[config.mk]
export PLATFORM = sky130hd
export DESIGN_NAME = mmio_ctrl
export DESIGN_NICKNAME = d
export VERILOG_FILES = /design/src/rtl/mmio_ctrl.sv
export SDC_FILE = /design/constraint.sdc
export NUM_CORES = 1
export LEC_CHECK = 0
export CAP_MARGIN = 15
export CORE_MARGIN = 4
export CORE_UTILIZATION = 40
export CTS_BUF_LIST = sky130_fd_sc_hd__clkbuf_4 sky130_fd_sc_hd__clkbuf_8
export CTS_CLUSTER_DIAMETER = 80
export CTS_CLUSTER_SIZE = 16
export DETAILED_ROUTE_END_ITERATION = 16
export PLACE_DENSITY = 0.65
export SLEW_MARGIN = 20
export SYNTH_ARGS = -nofsm -noshare
export SYNTH_HDL_FRONTEND = slang
export SYNTH_SLANG_ARGS = --single-unit
export TNS_END_PERCENT = 5
[constraint.sdc]
create_clock -name clk -period 3.8 [get_ports clk]
set_clock_uncertainty 0.05 [all_clocks]
set_input_delay 0.76 -clock clk [delete_from_list [all_inputs] [get_ports clk]]
set_output_delay 0.76 -clock clk [all_outputs]
set_load 0.01 [all_outputs]
[src/rtl/mmio_ctrl.sv]
// mmio_ctrl: memory-mapped I/O block on the CPU data bus.
// Decodes a 256-byte window at BASE_ADDR and provides byte-wide output
// registers, a synchronised input port with rising-edge detect, a prescaled
// timer with compare/auto-reload and a maskable interrupt status register.
// Reads are registered with exactly one cycle of latency.
module mmio_ctrl #(
    parameter logic [15:0] BASE_ADDR   = 16'hff00,
    parameter int          NUM_OUT     = 2,
    parameter int          IN_WIDTH    = 8,
    parameter int          TIMER_WIDTH = 16
) (
    input  logic                   clk,
    input  logic                   rst,
    input  logic                   en,
    input  logic                   write_enable,
    input  logic                   byte_select,
    input  logic [15:0]            addr,
    input  logic [15:0]            data_in,
    output logic [15:0]            data_out,
    output logic                   serviced_read,
    output logic [8*NUM_OUT-1:0]   gpio_out,
    input  logic [IN_WIDTH-1:0]    gpio_in,
    output logic                   irq
);

    // Register offsets inside the window
    localparam logic [7:0] OFF_IN     = 8'h08;
    localparam logic [7:0] OFF_CNT_LO = 8'h10;
    localparam logic [7:0] OFF_CNT_HI = 8'h11;
    localparam logic [7:0] OFF_CMP_LO = 8'h12;
    localparam logic [7:0] OFF_CMP_HI = 8'h13;
    localparam logic [7:0] OFF_CTRL   = 8'h14;
    localparam logic [7:0] OFF_PRESC  = 8'h15;
    localparam logic [7:0] OFF_STAT   = 8'h18;
    localparam logic [7:0] OFF_MASK   = 8'h19;

    localparam logic [TIMER_WIDTH-1:0] CNT_ONE = TIMER_WIDTH'(1);

    // Address decode: the word address plus the lane bit forms a byte address
    logic [15:0] byte_addr;
    logic [7:0]  offset;
    logic        hit;
    logic        wr_hit;
    logic        rd_hit;
    logic [7:0]  wr_byte;

    assign byte_addr = {addr[14:0], byte_select};
    assign offset    = byte_addr[7:0];
    assign hit       = (byte_addr[15:8] == BASE_ADDR[15:8]);
    assign wr_hit    = en && write_enable && hit;
    assign rd_hit    = en && !write_enable && hit;
    assign wr_byte   = data_in[7:0];

    // addr[15] falls off the byte address and the bus is byte-wide on writes
    logic unused_bits;
    assign unused_bits = &{1'b0, addr[15], data_in[15:8]};

    // ------------------------------------------------------------------
    // Output registers
    // ------------------------------------------------------------------
    logic [NUM_OUT-1:0][15:0] out_rd;
    logic [15:0]              out_rd_any;

    genvar gi;
    generate
        for (gi = 0; gi < NUM_OUT; gi++) begin : g_out
            logic [7:0] out_reg;

            // Each output byte loads on a write hit at its own offset
            always_ff @(posedge clk or posedge rst) begin
                if (rst) begin
                    out_reg <= 8'h00;
                end else if (wr_hit && (offset == 8'(gi))) begin
                    out_reg <= wr_byte;
                end
            end

            assign gpio_out[8*gi +: 8] = out_reg;
            assign out_rd[gi] = (offset == 8'(gi)) ? {8'h00, out_reg} : 16'h0000;
        end
    endgenerate

    // At most one output register matches the offset, so OR-combining is a mux
    always_comb begin
        out_rd_any = 16'h0000;
        for (int i = 0; i < NUM_OUT; i++) begin
            out_rd_any = out_rd_any | out_rd[i];
        end
    end

    // ------------------------------------------------------------------
    // Input synchroniser and edge detect
    // ------------------------------------------------------------------
    logic [IN_WIDTH-1:0] sync1_reg;
    logic [IN_WIDTH-1:0] sync2_reg;
    logic                sync3_reg;
    logic                gpio_rise;

    // Two flops to resolve metastability, a third on bit 0 for edge detection
    always_ff @(posedge clk or posedge rst) begin
        if (rst) begin
            sync1_reg <= '0;
            sync2_reg <= '0;
            sync3_reg <= 1'b0;
        end else begin
            sync1_reg <= gpio_in;
            sync2_reg <= sync1_reg;
            sync3_reg <= sync2_reg[0];
        end
    end

    assign gpio_rise = sync2_reg[0] && !sync3_reg;

    // ------------------------------------------------------------------
    // Timer, control and interrupt state
    // ------------------------------------------------------------------
    logic [TIMER_WIDTH-1:0] count_reg, count_next;
    logic [TIMER_WIDTH-1:0] cmp_reg,   cmp_next;
    logic [1:0]             ctrl_reg,  ctrl_next;
    logic [7:0]             presc_reg, presc_next;
    logic [7:0]             pc_reg,    pc_next;
    logic [1:0]             stat_reg,  stat_next;
    logic [1:0]             mask_reg,  mask_next;
    logic [15:0]            count_ext, cmp_ext;
    logic [15:0]            count_wr,  cmp_wr;
    logic                   tick;
    logic                   match;
    logic                   count_write;
    logic [1:0]             stat_clr;

    assign count_ext   = 16'(count_reg);
    assign cmp_ext     = 16'(cmp_reg);
    assign tick        = ctrl_reg[0] && (pc_reg == presc_reg);
    // Compare uses the value before any increment or CPU load this cycle
    assign match       = tick && (count_reg == cmp_reg);
    assign count_write = wr_hit && ((offset == OFF_CNT_LO) || (offset == OFF_CNT_HI));
    assign stat_clr    = (wr_hit && (offset == OFF_STAT)) ? wr_byte[1:0] : 2'b00;

    // Merge the written byte into the current 16-bit view of COUNT and CMP
    always_comb begin
        count_wr = count_ext;
        cmp_wr   = cmp_ext;
        if (offset == OFF_CNT_LO) count_wr[7:0]  = wr_byte;
        if (offset == OFF_CNT_HI) count_wr[15:8] = wr_byte;
        if (offset == OFF_CMP_LO) cmp_wr[7:0]    = wr_byte;
        if (offset == OFF_CMP_HI) cmp_wr[15:8]   = wr_byte;
    end

    // Next-state for timer, prescaler and CPU-writable control registers
    always_comb begin
        count_next = count_reg;
        cmp_next   = cmp_reg;
        ctrl_next  = ctrl_reg;
        presc_next = presc_reg;
        mask_next  = mask_reg;
        pc_next    = 8'h00;

        // A CPU load of COUNT beats a tick: no increment that cycle
        if (count_write) begin
            count_next = count_wr[TIMER_WIDTH-1:0];
        end else if (tick) begin
            count_next = (match && ctrl_reg[1]) ? '0 : count_reg + CNT_ONE;
        end

        // Prescaler free-runs only while the timer is enabled
        if (ctrl_reg[0] && (pc_reg != presc_reg)) begin
            pc_next = pc_reg + 8'h01;
        end

        if (wr_hit) begin
            if ((offset == OFF_CMP_LO) || (offset == OFF_CMP_HI)) cmp_next = cmp_wr[TIMER_WIDTH-1:0];
            if (offset == OFF_CTRL)  ctrl_next  = wr_byte[1:0];
            if (offset == OFF_PRESC) presc_next = wr_byte;
            if (offset == OFF_MASK)  mask_next  = wr_byte[1:0];
        end

        // Hardware set wins over a simultaneous write-one-to-clear
        stat_next = (stat_reg & ~stat_clr) | {gpio_rise, match};
    end

    // State register for timer, control and interrupt status
    always_ff @(posedge clk or posedge rst) begin
        if (rst) begin
            count_reg <= '0;
            cmp_reg   <= '0;
            ctrl_reg  <= 2'b00;
            presc_reg <= 8'h00;
            pc_reg    <= 8'h00;
            stat_reg  <= 2'b00;
            mask_reg  <= 2'b00;
        end else begin
            count_reg <= count_next;
            cmp_reg   <= cmp_next;
            ctrl_reg  <= ctrl_next;
            presc_reg <= presc_next;
            pc_reg    <= pc_next;
            stat_reg  <= stat_next;
            mask_reg  <= mask_next;
        end
    end

    assign irq = |(stat_reg & mask_reg);

    // ------------------------------------------------------------------
    // Read path
    // ------------------------------------------------------------------
    logic [15:0] rd_data;

    // Select the addressed register; unmapped offsets return zero
    always_comb begin
        rd_data = 16'h0000;
        case (offset)
            OFF_IN:     rd_data = 16'(sync2_reg);
            OFF_CNT_LO: rd_data = {8'h00, count_ext[7:0]};
            OFF_CNT_HI: rd_data = {8'h00, count_ext[15:8]};
            OFF_CMP_LO: rd_data = {8'h00, cmp_ext[7:0]};
            OFF_CMP_HI: rd_data = {8'h00, cmp_ext[15:8]};
            OFF_CTRL:   rd_data = {14'h0000, ctrl_reg};
            OFF_PRESC:  rd_data = {8'h00, presc_reg};
            OFF_STAT:   rd_data = {14'h0000, stat_reg};
            OFF_MASK:   rd_data = {14'h0000, mask_reg};
            default:    rd_data = out_rd_any;
        endcase
    end

    // Registered read data, zero when the cycle was not a read in this window
    always_ff @(posedge clk or posedge rst) begin
        if (rst) begin
            data_out      <= 16'h0000;
            serviced_read <= 1'b0;
        end else begin
            data_out      <= rd_hit ? rd_data : 16'h0000;
            serviced_read <= rd_hit;
        end
    end

endmodule

==> run_results.csv <==
group,metric,value,unit
detailed_routing,drt_first_iter_violations,225,
yosys,syn_avg_cell_area,11.4,sq um
pwr,p_seq_share,57.0,%
floorplanning,floorplan.io_pins,79,
final_layout,antennaDiodeCount,0,
floorplanning,area_of_the_core_region,12000,sq um
pwr,logic_pwr_share,6.1,%
clocking,post_cts_resized,0,
final_layout,nFillCells,1105,
sta,slew_violations,0,
pwr,power_density_over_the_cells,312,nW/um^2
critical_path,crit_end,"count_ext[15]",
clocking,cts-htree-levels,3,
yosys,synth-seq-area-share,49.0,%
final_layout,final_cell_count_no_fill,646,
place,dp.cells,630,
critical_path,critical_path_origin,"addr[8]",
final_layout,drive_above_1_share,19.4,%
place,place.port_buffers,61,
place,routabilityCongestion,0.866,
pwr,netSwitchingFraction,26.4,%
floorplanning,die_w,119,um
critical_path,crit_fanout,10,
place,detailed_place_hpwl,8800,um
run_status,outcome,"complete, no violations",
detailed_routing,remaining_drc_errors,0,
critical_path,regToRegEndpoint,"count_ext[9]",
sta,layout_worst_path_cycle_share,76.5,%
critical_path,timing.critical_path.to_type,"register",
flow_run,max-cap-violations,0,
detailed_routing,routed_wl,12200,um
yosys,mappedNetlistArea,4900,sq um
sta,hold_viol_final,0,
detailed_routing,detailed_routing_iteration_count_for_the_pre_antenna_repair_pass,5,
critical_path,category_of_the_most_critical_setup_path,"input pin to register",
yosys,ys_ff_latch,96,
sta,fmaxAchievable,0.344,GHz
yosys,synth_edf_count,0,
clocking,cts-root-to-sink-buffers,2,
floorplanning,fp.dieArea,14100,sq um
pwr,vdd_drop_max,0.164,mV
grt,grt_overflow,0,
critical_path,cp.required,4.04,ns
sta,max_slew_margin,39.1,%
pwr,netSwitchingPower,0.000479,W
critical_path,timing.reg2reg.setup_slack,1.08,ns
hold_path,hold_path.class,"register to register",
clocking,post_cts_buffers,0,
clocking,cts.sinks,96,
detailed_routing,vias,3704,
clocking,cts_clock_pin_slew_for_the_worst_setup_and_hold_paths,0.10,ns
grt,grt_start_max_net_pins,97,
final_layout,area_delta_synth_final,18.4,%
yosys,ys.flop_type,"sky130_fd_sc_hd__dfrtp_1",
clocking,cts-root-buf,"sky130_fd_sc_hd__clkbuf_8",
yosys,synth_warnings,0,
grt,grt_antenna_before_repair,0,
floorplanning,fp-row-count,40,
yosys,yosysUniqueCellTypes,55,
sta,setup_tns,0,ns
clocking,clock_insertion_delay_worst_skew,0.37,ns
critical_path,r2r.worst_path.cells,6,
clocking,cts_tree,"yes",
critical_path,timing.rr.start,"count_ext[9]",
pwr,cell_internal_pwr,0.00134,W
grt,wire_length_of_the_first_global_routing_pass,19600,um
sta,final-setup-viol-count,0,
detailed_routing,wl_per_cell,18.9,um
clocking,cts_made_buffers,9,
grt,via_count_of_the_first_global_routing_pass,3597,
grt,grt.total_usage,17.5,%
floorplanning,die_h,119,um
pwr,p_total,0.00181,W
detailed_routing,route.antenna.remaining_nets,0,
pwr,cellLeakagePower,2.49,nW
yosys,synthArstFlopShare,100,%
final_layout,nets,541,
detailed_routing,viasPerCell,5.73,
critical_path,critPathArrivalTime,3.14,ns
pwr,power.clock.fraction,36.9,%
sta,final_critical_period,2.91,ns
sta,worst_pin_slew,0.905,ns
floorplanning,starting_density_of_the_core,40.8,%
sta,setup_repair_after_global_routing_missed_its_margin,"no",
clocking,holdBufCountCts,0,
critical_path,timing.critical_path.from_type,"input pin",
yosys,synthCells,431,
[routing by layer]
layer / share of wire (%) / GRT usage (%) / up-vias
li1: - / - / 1697
met5: 0 / 0 / -
met1: 45 / 24.3 / 1860
met3: 5.4 / 2.73 / 14
met2: 48 / 28.2 / 133
met4: 1.5 / 5.50 / 0
[cells in the final DEF, fill, tap and decap left out, types with 3 or more instances in the layout]
master                            count
sky130_fd_sc_hd__mux4_2               5
sky130_fd_sc_hd__a22oi_1             25
sky130_fd_sc_hd__mux2_2              47
sky130_fd_sc_hd__inv_8                3
sky130_fd_sc_hd__nor4_1               4
sky130_fd_sc_hd__a31oi_1              5
sky130_fd_sc_hd__nand2_1             28
sky130_fd_sc_hd__a21oi_1             19
sky130_fd_sc_hd__a32oi_1              3
sky130_fd_sc_hd__and3_1               5
sky130_fd_sc_hd__nand3_1             15
sky130_fd_sc_hd__mux2i_1              6
sky130_fd_sc_hd__inv_1               20
sky130_fd_sc_hd__a22o_1               3
sky130_fd_sc_hd__nand4_1              8
sky130_fd_sc_hd__clkbuf_8             9
sky130_fd_sc_hd__conb_1               8
sky130_fd_sc_hd__xor2_1              13
sky130_fd_sc_hd__clkdlybuf4s50_1     61
sky130_fd_sc_hd__o21ai_0              6
sky130_fd_sc_hd__nor2_1              25
sky130_fd_sc_hd__dfrtp_1             96
sky130_fd_sc_hd__buf_4                8
sky130_fd_sc_hd__nor3_1               8
sky130_fd_sc_hd__o22ai_1             14
sky130_fd_sc_hd__xnor2_1             17
[through the flow]
step | hold slack [ns] | setup slack [ns] | instance area, sq um | utilization, %
final | 0.308 | 0.892 | 5810 | 48.4
after global routing | 0.319 | 0.750 | 5810 | 48.4
after CTS | 0.309 | 0.920 | 5810 | 48.4
after detailed placement | 0.285 | 0.532 | 5610 | 46.7
after global placement | 0.282 | 0.475 | 5600 | 46.6
after floorplan | 0.281 | 0.485 | 4930 | -
[how the worst min path moves through the flow]
stage	start	endpoint	cells past startpoint
detailed placement	sync1_reg[3]	sync2_reg[3]	0
CTS	sync1_reg[7]	sync2_reg[7]	0
floorplan	sync1_reg[0]	sync2_reg[0]	0
finish	sync1_reg[1]	sync2_reg[1]	0
global route	sync1_reg[1]	sync2_reg[1]	0
global placement	sync1_reg[3]	sync2_reg[3]	0
[cell usage after synthesis, types with 2 or more instances]
cell type / count / share of area, %
sky130_fd_sc_hd__nand2_1: 28 / 2.1
sky130_fd_sc_hd__a32oi_1: 3 / 0.54
sky130_fd_sc_hd__mux2_2: 47 / 11
sky130_fd_sc_hd__dfrtp_1: 96 / 49
sky130_fd_sc_hd__or2_2: 2 / 0.26
sky130_fd_sc_hd__a22o_1: 3 / 0.54
sky130_fd_sc_hd__or3_2: 2 / 0.31
sky130_fd_sc_hd__o21ai_0: 6 / 0.61
sky130_fd_sc_hd__nand3_1: 15 / 1.5
sky130_fd_sc_hd__xnor2_1: 17 / 3.0
sky130_fd_sc_hd__nand4_1: 8 / 1.0
sky130_fd_sc_hd__and3_1: 5 / 0.64
sky130_fd_sc_hd__mux2i_1: 6 / 1.2
sky130_fd_sc_hd__o22ai_1: 14 / 1.8
sky130_fd_sc_hd__xor2_1: 13 / 2.3
sky130_fd_sc_hd__ha_1: 2 / 0.51
sky130_fd_sc_hd__and4_1: 2 / 0.36
sky130_fd_sc_hd__inv_1: 21 / 1.6
sky130_fd_sc_hd__nor3_4: 2 / 0.66
sky130_fd_sc_hd__mux4_2: 5 / 2.3
sky130_fd_sc_hd__buf_6: 2 / 0.46
sky130_fd_sc_hd__a31oi_1: 5 / 0.64
sky130_fd_sc_hd__nor4_1: 4 / 0.51
sky130_fd_sc_hd__nor2_1: 25 / 1.9
sky130_fd_sc_hd__clkbuf_8: 5 / 1.4
sky130_fd_sc_hd__buf_2: 4 / 0.41
sky130_fd_sc_hd__clkbuf_1: 4 / 0.31
sky130_fd_sc_hd__nor2b_1: 2 / 0.26
sky130_fd_sc_hd__buf_4: 8 / 1.2
sky130_fd_sc_hd__a22oi_1: 25 / 3.8
sky130_fd_sc_hd__nor3_1: 8 / 0.82
sky130_fd_sc_hd__a21oi_1: 19 / 1.9
[worst max-delay path, cell delays in order]
cell and delay, ns:
sky130_fd_sc_hd__clkdlybuf4s50_1 0.47, sky130_fd_sc_hd__nand4_2 0.14, sky130_fd_sc_hd__or4_4 0.55, sky130_fd_sc_hd__nor3_4 0.45
sky130_fd_sc_hd__a2bb2oi_2 0.49, sky130_fd_sc_hd__a21oi_1 0.09, sky130_fd_sc_hd__o22ai_1 0.19
[layout make-up]
cell class,count,area [sq um],area share [%]
Sequential cell,96,2400,41.4
Multi-Input combinational cell,296,2250,38.8
Timing Repair Buffer,70,691,11.9
Tap cell,147,184,3.17
Clock buffer,9,124,2.13
Inverter,21,81.3,1.40
Clock inverter,7,73.8,1.27
[power groups by stage]
| stage | clock network (W) | logic, W | registers, W |
|---|---|---|---|
| 6_report | 0.000670 | 0.000111 | 0.00103 |
| 5_1_grt | 0.000728 | 0.000121 | 0.00103 |
| 4_1_cts | 0.000680 | 0.000113 | 0.00103 |
| 3_5_place_dp | 0 | 0.000112 | 0.00105 |
| 3_3_place_gp | 0 | 0.000111 | 0.00105 |
| 2_1_floorplan | 0 | 0.0000568 | 0.00105 |
[logic make-up (layout without fill, tap and decap cells)]
| logic type | count (synthesis) | in the layout | share of synthesized area [%] |
|---|---|---|---|
| AOI/OAI and AO/OA | 86 | 86 | 12.5 |
| other | 1 | 8 | 0.0765 |
| xor gates and xnor gates | 30 | 30 | 5.36 |
| muxes | 58 | 58 | 14.3 |
| DFF | 96 | 96 | 49.0 |
| and+or+nand+nor | 112 | 112 | 12.5 |
| buffers and inverters | 46 | 107 | 5.79 |
| adders and majority gates | 2 | 2 | 0.510 |
No activity file was read; power rests on OpenSTA's default activity.
